### src/rtl/multicycle_control.sv
// Multi-cycle MIPS control FSM: sequences fetch, decode, execute, memory and
// writeback, with a bounded wait on memory and a sticky trap state.
//
// Memory handshake: while in FETCH, MEM_READ or MEM_WRITE the request strobe
// (mem_read / mem_write) is held high every cycle; the access completes on the
// cycle mem_ready=1 is seen, and the FSM advances on that edge. If mem_ready
// stays low for MAX_WAIT extra cycles the core traps instead.
module multicycle_control #(
    parameter int MAX_WAIT = 15
) (
    input  logic       clk,
    input  logic       reset,
    input  logic [5:0] op,
    input  logic [5:0] funct,
    input  logic       zero,
    input  logic       mem_ready,
    output logic       pc_write,
    output logic       ir_write,
    output logic       i_or_d,
    output logic       mem_read,
    output logic       mem_write,
    output logic [1:0] mem_to_reg,
    output logic [1:0] reg_dst,
    output logic       reg_write,
    output logic       alu_src_a,
    output logic [1:0] alu_src_b,
    output logic [3:0] alu_op,
    output logic [1:0] pc_source,
    output logic       trap,
    output logic [1:0] trap_cause,
    output logic [3:0] state_o
);

    localparam int CW = (MAX_WAIT < 2) ? 1 : $clog2(MAX_WAIT + 1);

    localparam logic [5:0] OP_R    = 6'h00;
    localparam logic [5:0] OP_J    = 6'h02;
    localparam logic [5:0] OP_JAL  = 6'h03;
    localparam logic [5:0] OP_BEQ  = 6'h04;
    localparam logic [5:0] OP_BNE  = 6'h05;
    localparam logic [5:0] OP_ADDI = 6'h08;
    localparam logic [5:0] OP_ANDI = 6'h0C;
    localparam logic [5:0] OP_ORI  = 6'h0D;
    localparam logic [5:0] OP_LUI  = 6'h0F;
    localparam logic [5:0] OP_LW   = 6'h23;
    localparam logic [5:0] OP_SW   = 6'h2B;
    localparam logic [5:0] FN_JR   = 6'h08;

    localparam logic [3:0] ALU_ADD  = 4'b0100;
    localparam logic [3:0] ALU_SUB  = 4'b0001;
    localparam logic [3:0] ALU_R    = 4'b0111;
    localparam logic [3:0] ALU_ORI  = 4'b0101;
    localparam logic [3:0] ALU_LUI  = 4'b0110;
    localparam logic [3:0] ALU_ANDI = 4'b0011;

    typedef enum logic [3:0] {
        S_FETCH     = 4'd0,
        S_DECODE    = 4'd1,
        S_MEM_ADDR  = 4'd2,
        S_MEM_READ  = 4'd3,
        S_MEM_WB    = 4'd4,
        S_MEM_WRITE = 4'd5,
        S_R_EXEC    = 4'd6,
        S_R_WB      = 4'd7,
        S_I_EXEC    = 4'd8,
        S_I_WB      = 4'd9,
        S_BRANCH    = 4'd10,
        S_JUMP      = 4'd11,
        S_JAL       = 4'd12,
        S_JR        = 4'd13,
        S_TRAP      = 4'd14
    } state_t;

    state_t         state_q, state_d;
    logic [CW-1:0]  cnt_q, cnt_d;
    logic [1:0]     cause_q, cause_d;
    logic           timed_out;

    // Wait expiry: only meaningful in a memory state with mem_ready low.
    assign timed_out = (MAX_WAIT != 0) && (cnt_q == CW'(MAX_WAIT));

    // State, wait counter and trap cause registers.
    always_ff @(posedge clk) begin
        if (reset) begin
            state_q <= S_FETCH;
            cnt_q   <= '0;
            cause_q <= 2'b00;
        end else begin
            state_q <= state_d;
            cnt_q   <= cnt_d;
            cause_q <= cause_d;
        end
    end

    // Next-state, wait-count and trap-cause selection.
    always_comb begin
        state_d = state_q;
        cnt_d   = '0;
        cause_d = cause_q;
        case (state_q)
            S_FETCH, S_MEM_READ, S_MEM_WRITE: begin
                if (mem_ready) begin
                    case (state_q)
                        S_FETCH:    state_d = S_DECODE;
                        S_MEM_READ: state_d = S_MEM_WB;
                        default:    state_d = S_FETCH;
                    endcase
                end else if (timed_out) begin
                    state_d = S_TRAP;
                    cause_d = 2'b10;
                end else begin
                    cnt_d = cnt_q + 1'b1;
                end
            end
            S_DECODE: begin
                case (op)
                    OP_LW, OP_SW:                     state_d = S_MEM_ADDR;
                    OP_R:                             state_d = (funct == FN_JR) ? S_JR : S_R_EXEC;
                    OP_ADDI, OP_ANDI, OP_ORI, OP_LUI: state_d = S_I_EXEC;
                    OP_BEQ, OP_BNE:                   state_d = S_BRANCH;
                    OP_J:                             state_d = S_JUMP;
                    OP_JAL:                           state_d = S_JAL;
                    default: begin
                        state_d = S_TRAP;
                        cause_d = 2'b01;
                    end
                endcase
            end
            S_MEM_ADDR: state_d = (op == OP_SW) ? S_MEM_WRITE : S_MEM_READ;
            S_R_EXEC:   state_d = S_R_WB;
            S_I_EXEC:   state_d = S_I_WB;
            S_TRAP:     state_d = S_TRAP;
            default:    state_d = S_FETCH;
        endcase
    end

    // Per-state datapath controls; reset suppresses every write/request strobe.
    always_comb begin
        pc_write   = 1'b0;
        ir_write   = 1'b0;
        i_or_d     = 1'b0;
        mem_read   = 1'b0;
        mem_write  = 1'b0;
        mem_to_reg = 2'b00;
        reg_dst    = 2'b00;
        reg_write  = 1'b0;
        alu_src_a  = 1'b0;
        alu_src_b  = 2'b00;
        alu_op     = 4'b0000;
        pc_source  = 2'b00;
        case (state_q)
            S_FETCH: begin
                mem_read  = 1'b1;
                alu_src_b = 2'b01;
                alu_op    = ALU_ADD;
                ir_write  = mem_ready;
                pc_write  = mem_ready;
            end
            S_DECODE: begin
                alu_src_b = 2'b11;
                alu_op    = ALU_ADD;
            end
            S_MEM_ADDR: begin
                alu_src_a = 1'b1;
                alu_src_b = 2'b10;
                alu_op    = ALU_ADD;
            end
            S_MEM_READ: begin
                i_or_d   = 1'b1;
                mem_read = 1'b1;
            end
            S_MEM_WB: begin
                mem_to_reg = 2'b01;
                reg_write  = 1'b1;
            end
            S_MEM_WRITE: begin
                i_or_d    = 1'b1;
                mem_write = 1'b1;
            end
            S_R_EXEC: begin
                alu_src_a = 1'b1;
                alu_op    = ALU_R;
            end
            S_R_WB: begin
                reg_dst   = 2'b01;
                reg_write = 1'b1;
            end
            S_I_EXEC: begin
                alu_src_a = 1'b1;
                alu_src_b = 2'b10;
                case (op)
                    OP_ANDI: alu_op = ALU_ANDI;
                    OP_ORI:  alu_op = ALU_ORI;
                    OP_LUI:  alu_op = ALU_LUI;
                    default: alu_op = ALU_ADD;
                endcase
            end
            S_I_WB: reg_write = 1'b1;
            S_BRANCH: begin
                alu_src_a = 1'b1;
                alu_op    = ALU_SUB;
                pc_source = 2'b01;
                pc_write  = ((op == OP_BEQ) && zero) || ((op == OP_BNE) && !zero);
            end
            S_JUMP: begin
                pc_source = 2'b10;
                pc_write  = 1'b1;
            end
            S_JAL: begin
                pc_source  = 2'b10;
                pc_write   = 1'b1;
                reg_dst    = 2'b10;
                mem_to_reg = 2'b10;
                reg_write  = 1'b1;
            end
            S_JR: begin
                pc_source = 2'b11;
                pc_write  = 1'b1;
            end
            default: ;
        endcase
        if (reset) begin
            pc_write  = 1'b0;
            ir_write  = 1'b0;
            mem_read  = 1'b0;
            mem_write = 1'b0;
            reg_write = 1'b0;
        end
    end

    assign trap       = (state_q == S_TRAP);
    assign trap_cause = cause_q;
    assign state_o    = state_q;

endmodule

### config.mk
export PLATFORM = sky130hd
export DESIGN_NAME = multicycle_control
export DESIGN_NICKNAME = d
export VERILOG_FILES = /design/src/rtl/multicycle_control.sv
export SDC_FILE = /design/constraint.sdc
export NUM_CORES = 1
export LEC_CHECK = 0
export CORE_MARGIN = 4
export CORE_UTILIZATION = 45
export CTS_CLUSTER_DIAMETER = 60
export DETAILED_ROUTE_END_ITERATION = 12
export GPL_ROUTABILITY_DRIVEN = 0
export PLACE_DENSITY = 0.81
export SLEW_MARGIN = 0
export SYNTH_ARGS = -nofsm -noshare
export SYNTH_HDL_FRONTEND = slang
export SYNTH_SLANG_ARGS = --single-unit
### constraint.sdc
create_clock -name clk -period 1.9 [get_ports clk]
set_clock_uncertainty 0.2 [all_clocks]
set_input_delay 0.19 -clock clk [delete_from_list [all_inputs] [get_ports clk]]
set_output_delay 0.19 -clock clk [all_outputs]
set_load 0.05 [all_outputs]
==> summary.md, run 1 <==
| Metric | Value |
|---|---|
| Outcome | `did not finish` |
| Failed at | `5_1_grt` |
| Tool error | `[ERROR DPL-0038] Utilization greater than 100%, impossible to legalize` |
| Die W | `58.7 microns` |
| Post-synth EDFFs | `0` |
| Dpl hpwl | `3060 microns` |
| # rows | `18` |
| Synth cell count leaders | `nor2_1, a21oi_1, buf_2, nand2_1, dfxtp_1` |
| CTS Root Cell | `clkbuf_4` |
| Clk sinks | `10` |
| GRT worst endpoint | `pc_write` |
| Mean Syn Cell Area | `6.66 sq um` |
| H-tree depth | `1` |
| Main synth FF type | `dfxtp_1` |
| Num CTS Buffers | `3` |
| Largest net degree at the start of global routing | `12` |
| Leading post-synthesis cells by cell area | `dfxtp_1, nor2_1, a21oi_1` |
| Asr flop ratio synth | `0%` |
| Initial Utilization | `a little under half` |
| Post-synthesis sequential area ratio | `17.3%` |
| Syn Std Cell Area | `0.00116 sq mm` |
| Yosys cell types | `50` |
| Pre-CTS setup slack | `-0.378 ns` |
| Hold Buf Count CTS | `0` |
| Post-synth top area cell | `dfxtp_1` |
| Mapped Cells | `174` |
| IO Pins | `42` |
| Yosys warnings | `0` |
| Worst EP Category | `top-level output` |
| Bufs on Longest Clock Path | `2` |
| Post-synth top area share | `17.3%` |
| Most instantiated library cell after synthesis | `nor2_1` |
| #FFs+latches synth | `10` |
| Syn_nets | `191` |
| Die height | `58.7 microns` |
| Port-buffer cells | `40` |
## metrics by stage
step / area [sq um] / hold WS (ns) / cells / utilization (%) / TNS, ns
4_1_cts: 2240 / 0.262 / 273 / 90.5 / -0.222
3_5_place_dp: 2000 / 0.247 / 254 / 80.9 / -1.80
3_3_place_gp: 2000 / 0.231 / 254 / 80.9 / -1.40
2_1_floorplan: 1340 / 0.218 / 174 / - / -0.0643
## logic make-up after synthesis
family | count (synthesis) | share of synthesized area (%)
other cells | 1 | 0.324
simple gates | 84 | 39.5
xor+xnor | 5 | 3.78
compound gates | 44 | 24.8
flops | 10 | 17.3
fa+ha+maj | 2 | 2.05
mux | 1 | 0.864
buf+inv | 27 | 11.3
## repair_timing
item                       4_1_cts
setup endpoints to repair       11
pin swaps                       13
resized for setup               43
buffers inserted                15
==> inputs of run 2 (changes only) <==
--- a/config.mk
+++ b/config.mk
@@ -5,12 +5,11 @@
 export SDC_FILE = /design/constraint.sdc
 export NUM_CORES = 1
 export LEC_CHECK = 0
-export CORE_MARGIN = 4
-export CORE_UTILIZATION = 45
-export CTS_CLUSTER_DIAMETER = 60
+export CORE_AREA = 4 4 65 67
 export DETAILED_ROUTE_END_ITERATION = 12
+export DIE_AREA = 0 0 69 71
 export GPL_ROUTABILITY_DRIVEN = 0
-export PLACE_DENSITY = 0.81
+export PLACE_DENSITY_LB_ADDON = 0.15
 export SLEW_MARGIN = 0
 export SYNTH_ARGS = -nofsm -noshare
 export SYNTH_HDL_FRONTEND = slang
==> summary.md, run 2 <==
| Metric | Value |
|---|---|
| Outcome | `completed (was did not finish)` |
| Final Net Count | `256` |
| Cell area after placement | `0.00202 sq mm (was 0.00200 sq mm)` |
| Fmax | `530 MHz` |
| Total track usage | `15.7%` |
| Largest net degree at the start of global routing | `15` |
| Most common cell after layout, fill and taps aside | `buf_4` |
| Clock Latency Late Sink | `roughly 0.24 ns` |
| Layout area overhead | `96.1%` |
| Hold Path Class | `reg2reg` |
| Commonest cells after routing, fill and taps aside | `buf_4, nor2_1, buf_12` |
| Clk sinks | `10 (unchanged)` |
| Seq pwr share | `13.0%` |
| Post-synth top area cell | `dfxtp_1 (unchanged)` |
| P_leak | `0.903 nW` |
| Max rail drop VDD | `roughly 700 uV` |
| Mean Syn Cell Area | `6.66 sq um (unchanged)` |
| Synth cell count leaders | `nor2_1, a21oi_1, buf_2, nand2_1, dfxtp_1 (unchanged)` |
| Drt first pass iters | `4` |
| Syn_nets | `191 (unchanged)` |
| Vias in the first global route | `1384` |
| RSZ-0062 raised after global routing | `true` |
| Final Setup Violations | `0` |
| Die W | `69 microns (was 58.7 microns)` |
| Most instantiated library cell after synthesis | `nor2_1 (unchanged)` |
| Residual DRC | `0` |
| Final-layout fill cell count | `314` |
| Antenna fix cells | `0` |
| CP endpoint kind | `primary output` |
| Arr. time, crit path | `about 1.5 ns` |
| Crit-path max FO | `8` |
| CTS Root Cell | `clkbuf_8 (was clkbuf_4)` |
| Final Hold Fails | `0` |
| Max Cap Viol | `0` |
| CTS tree | `yes` |
| Total wire length | `between 4000 and 5000 microns` |
| Pre-CTS setup slack | `-0.357 ns (was -0.378 ns)` |
| Core area | `between 0.003 and 0.004 sq mm` |
| Initial antenna violation count | `0` |
| Yosys cell types | `50 (unchanged)` |
| Main synth FF type | `dfxtp_1 (unchanged)` |
| Hold Buf Count CTS | `0 (unchanged)` |
| Worst hold slack | `0.260 ns` |
| Mapped Cells | `174 (unchanged)` |
| Wire length per cell | `roughly 14 microns` |
| Port-buffer cells | `40 (unchanged)` |
| #FFs+latches synth | `10 (unchanged)` |
| Min setup slack post-route | `0.0118 ns` |
| Num CTS Buffers | `3 (unchanged)` |
| First-pass GRT wire length | `6460 microns` |
| Bufs on Longest Clock Path | `2 (unchanged)` |
| Leading post-synthesis cells by cell area | `dfxtp_1, nor2_1, a21oi_1 (unchanged)` |
| Startpoint types | `flip-flop` |
| # rows | `22 (was 18)` |
| Post-synthesis sequential area ratio | `17.3% (unchanged)` |
| Period utilisation layout | `between 90% and 100%` |
| Initial drt markers | `66` |
| Power Internal | `1.40 mW` |
| Gr ovfl total | `0` |
| Yosys warnings | `0 (unchanged)` |
| Critical path class | `reg2out` |
| Final Max Slew Viols | `0` |
| Post-route cell area | `between 0.002 and 0.0025 sq mm` |
| Post-synth top area share | `17.3% (unchanged)` |
| Vias | `1491` |
| Syn Std Cell Area | `0.00116 sq mm (unchanged)` |
| Post-synth EDFFs | `0 (unchanged)` |
| Logic gate share of total power | `77.2%` |
| Post-route minimum period | `between 1.5 and 2 ns` |
| Switch share | `between 40% and 50%` |
| Layout cell share with drive strength beyond 1 | `49.6%` |
| Asr flop ratio synth | `0% (unchanged)` |
| Initial Utilization | `31.9% (was 46.8%)` |
| Die height | `71 microns (was 58.7 microns)` |
| H-tree depth | `1 (unchanged)` |
| Vias per inst | `5.21` |
| IO Pins | `42 (unchanged)` |
| Clk network pwr share | `about 9.8%` |
| Post-route ant nets | `0` |
| Die ar. | `between 0.004 and 0.005 sq mm` |
| Sw Pwr | `1.37 mW` |
| PwrDens | `between 1000 and 1500 mW/mm^2` |
| Clock transition at path regs | `approximately 0.050 ns` |
| Dpl hpwl | `3070 microns (was 3060 microns)` |
| Critical Path RT | `1.51 ns` |
## run 2: cell counts after synthesis
Identical to the previous run, type by type.
## run 2: power by group through the flow
stage / registers (mW) / clock network [mW] / logic (mW)
4_1_cts: 0.359 / 0.280 / 2.00
3_3_place_gp: 0.377 / 0 / 1.87
3_5_place_dp: 0.381 / 0 / 1.88
2_1_floorplan: 0.415 / 0 / 1.19
5_1_grt: 0.369 / 0.291 / 2.26
6_report: 0.360 / 0.271 / 2.14
## run 2: cell type report
| type | instances | area (sq um) | share of cell area, % |
|---|---|---|---|
| Clock buffer | 4 | 55.1 | 2.42 |
| Inverter | 7 | 28.8 | 1.27 |
| Multi-Input combinational cell | 137 | 1040 | 45.6 |
| Sequential cell | 10 | 216 | 9.53 |
| Tap cell | 48 | 60.1 | 2.64 |
| Timing Repair Buffer | 80 | 876 | 38.5 |
## run 2: timing repair
action,in CTS,in global routing
resized for setup,28,25
cloned,0,0
pin swaps,8,8
endpoints found under the setup margin,9,12
setup buffers,6,6
## run 2: metrics by stage
stage               total power [mW]  std cells  TNS, ns  util (%)
floorplan                       1.61        174  -0.0643         -
global placement                2.25        271    -1.46      55.6
detailed placement              2.26        271    -1.48      55.6
CTS                             2.64        281  -0.0488      59.2
global route                    2.92        286   -0.124      62.5
finish                          2.77        286        0      62.5
## run 2: final timing paths
path                                   start                         end  slack [ns]  cells after the start
setup / recovery     state_o[1]$_SDFFE_PP0P_                   alu_op[1]        0.01                      5
hold / removal    trap_cause[0]$_SDFFE_PP0P_  trap_cause[0]$_SDFFE_PP0P_        0.26                      2
setup reg to reg         cnt_q[1]$_SDFF_PP0_  trap_cause[1]$_SDFFE_PP0P_        0.11                      6
hold reg to reg   trap_cause[0]$_SDFFE_PP0P_  trap_cause[0]$_SDFFE_PP0P_        0.26                      2
## run 2: logic make-up (layout without fill, tap and decap cells)
family,after synthesis,after routing,share of synthesized area [%]
AOI/OAI and AO/OA,44,44,24.8
adders and majority gates,2,2,2.05
other,1,1,0.324
DFF,10,10,17.3
xor gates and xnor gates,5,5,3.78
buffers and inverters,27,91,11.3
muxes,1,1,0.864
and+or+nand+nor,84,84,39.5
## run 2: worst max-delay path, stage by stage, from the launching register on
cell      delay (ns)
dfxtp_4         0.42
buf_6           0.14
buf_4           0.13
nand3b_1        0.19
a21oi_4         0.22
buf_12          0.15
## run 2: layer usage
metal  track usage, %  wire (microns)
met2             26.7            1970
met3             2.27             217
met1             19.8            1880
met5                0               0
met4             6.29              44
Power figures use the tool's default switching activity.
==> inputs of run 3 (changes only) <==
--- a/config.mk
+++ b/config.mk
@@ -6,10 +6,12 @@
 export NUM_CORES = 1
 export LEC_CHECK = 0
 export CORE_AREA = 4 4 65 67
+export CTS_CLUSTER_DIAMETER = 120
 export DETAILED_ROUTE_END_ITERATION = 12
 export DIE_AREA = 0 0 69 71
 export GPL_ROUTABILITY_DRIVEN = 0
 export PLACE_DENSITY_LB_ADDON = 0.15
+export REMOVE_ABC_BUFFERS = 1
 export SLEW_MARGIN = 0
 export SYNTH_ARGS = -nofsm -noshare
 export SYNTH_HDL_FRONTEND = slang
==> summary.md, run 3 (synthesis results as in run 2) <==
| Metric | Value |
|---|---|
| Layout cell share with drive strength beyond 1 | `47.4% (was 49.6%)` |
| Crit path cell chain | `buf_12 > o31a_1 > o21ai_1 > a21oi_1 > nor2_1 > clkbuf_16 (was buf_6 > buf_4 > nand3b_1 > a21oi_4 > buf_12)` |
| Gr ovfl total | `0 (unchanged)` |
| CP top delay family | `compound AO/OA/AOI/OAI gates (was buffers and inverters)` |
| Commonest cells after routing, fill and taps aside | `buf_4, buf_12, nor2_1 (was buf_4, nor2_1, buf_12)` |
| PwrDens | `1230 mW/mm^2 (was 1220 mW/mm^2)` |
| Outcome | `finished with violations (was completed)` |
| Total track usage | `16.3% (was 15.7%)` |
| Setup TNS Final | `-0.186 ns (was 0 ns)` |
| Period utilisation layout | `106% (was 99.4%)` |
| Crit-path max FO | `7 (was 8)` |
| Die W | `69 microns (unchanged)` |
| Post-route cell area | `0.00239 sq mm (was 0.00227 sq mm)` |
| Critical Path RT | `1.51 ns (about the same)` |
| Buffers & Inverters on Critical Path | `2 (was 3)` |
| Wire length per cell | `15.1 microns (was 14.4 microns)` |
| Hold Path Class | `reg2reg (unchanged)` |
| Die height | `71 microns (unchanged)` |
| CTS tree | `yes (unchanged)` |
| Critical path class | `reg2out (unchanged)` |
| Die ar. | `0.00490 sq mm (unchanged)` |
| Max rail drop VDD | `626 uV (was 691 uV)` |
| Final core utilization | `65.7% (was 62.5%)` |
| Arr. time, crit path | `1.63 ns (was 1.50 ns)` |
| Final Setup Violations | `4 (was 0)` |
| IO Pins | `42 (unchanged)` |
| Initial Utilization | `31.9% (unchanged)` |
| Pre-CTS setup slack | `-0.426 ns (was -0.357 ns)` |
| Vias in the first global route | `1457 (was 1384)` |
| Total wire length | `4480 microns (was 4110 microns)` |
| Min setup slack post-route | `-0.115 ns (was 0.0118 ns)` |
| Layout area overhead | `106% (was 96.1%)` |
| Total power | `2.94 mW (was 2.77 mW)` |
| Num CTS Buffers | `3 (unchanged)` |
| Violated checks | `setup timing` |
| Bufs on Longest Clock Path | `2 (unchanged)` |
| Antenna fix cells | `0 (unchanged)` |
| Final Max Slew Viols | `0 (unchanged)` |
| # rows | `22 (unchanged)` |
| First-pass GRT wire length | `6760 microns (was 6460 microns)` |
| Clock Latency Late Sink | `0.24 ns (about the same)` |
| Largest net degree at the start of global routing | `23 (was 15)` |
| Max Cap Viol | `0 (unchanged)` |
| Fmax | `496 MHz (was 530 MHz)` |
| Crit-path max cell delay | `0.36 ns (was 0.42 ns)` |
| Initial antenna violation count | `0 (unchanged)` |
| Residual DRC | `0 (unchanged)` |
| CP endpoint kind | `primary output (unchanged)` |
| Startpoint types | `flip-flop (unchanged)` |
| Final Hold Fails | `0 (unchanged)` |
| Layout Cells excl Fill | `297 (was 286)` |
| Clk sinks | `10 (unchanged)` |
| H-tree depth | `1 (unchanged)` |
| Clock transition at path regs | `0.05 ns (about the same)` |
| P_leak | `0.993 nW (was 0.903 nW)` |
| Post-route ant nets | `0 (unchanged)` |
| Most common cell after layout, fill and taps aside | `buf_4 (unchanged)` |
| Port-buffer cells | `40 (unchanged)` |
| CTS Root Cell | `clkbuf_8 (unchanged)` |
| Initial drt markers | `98 (was 66)` |
| Dpl hpwl | `3130 microns (was 3070 microns)` |
| Cell area after placement | `0.00204 sq mm (was 0.00202 sq mm)` |
| RSZ-0062 raised after global routing | `true (unchanged)` |
| Final Net Count | `267 (was 256)` |
| Placed cell count | `281 (was 271)` |
| Core area | `0.00363 sq mm (unchanged)` |
| Vias | `1557 (was 1491)` |
| Post-route minimum period | `2.02 ns (was 1.89 ns)` |
| Slowest stage cell, crit path | `dfxtp_4 (unchanged)` |
| Drt first pass iters | `4 (unchanged)` |
| Worst hold slack | `0.245 ns (was 0.260 ns)` |
| Vias per inst | `5.24 (was 5.21)` |
run 3: changes by cell type in the layout (fill, tap and decap cells not counted), sizes merged:
cell          previous run  this run
dlygate4sd2              5         4
clkbuf                   4         6
dlymetal6s2s             0         1
buf                     67        76
run 3: what timing repair did:
item / 4_1_cts / 5_1_grt
pin swaps: 7 / 15
buffers inserted: 1 / 10
gates cloned: 0 / 1
gates resized for setup: 26 / 41
endpoints found under the setup margin: 11 / 15
hold buffers: 0 / 0
run 3: tightest hold or removal path, stage by stage, from the launching register on:
cell	delay, ns
dfxtp_1	0.30
inv_1	0.05
a21oi_1	0.05
run 3: worst paths after layout:
kind | slack, ns | cells past startpoint | endpoint | startpoint
setup / recovery | -0.12 | 6 | pc_write | state_o[1]$_SDFFE_PP0P_
setup reg to reg | 0.10 | 6 | state_o[0]$_SDFFE_PP0P_ | state_o[0]$_SDFFE_PP0P_
hold reg to reg | 0.25 | 2 | trap_cause[0]$_SDFFE_PP0P_ | trap_cause[0]$_SDFFE_PP0P_
hold / removal | 0.25 | 2 | trap_cause[0]$_SDFFE_PP0P_ | trap_cause[0]$_SDFFE_PP0P_
run 3: layer usage:
metal	vias up	GRT usage [%]	routed length [microns]
met3	6	3.69	298
met4	0	3.90	38
li1	763	-	-
met1	727	19.0	1810
met5	-	0	0
met2	61	30.2	2330
run 3: layout make-up:
| cell class | count | area, sq um |
|---|---|---|
| inverters | 7 | 28.8 |
| repair buffers | 91 | 1060 |
| well taps | 48 | 60.1 |
| clock buffers | 4 | 55.1 |
| fillers | 306 | 1240 |
| flip-flops and latches | 10 | 214 |
| multi-input cells | 137 | 968 |
run 3: where the power goes:
group          switching, mW  total [mW]  internal, mW
clock                 0.0869       0.269         0.182
sequential            0.0712       0.338         0.266
combinational           1.21        2.33          1.12
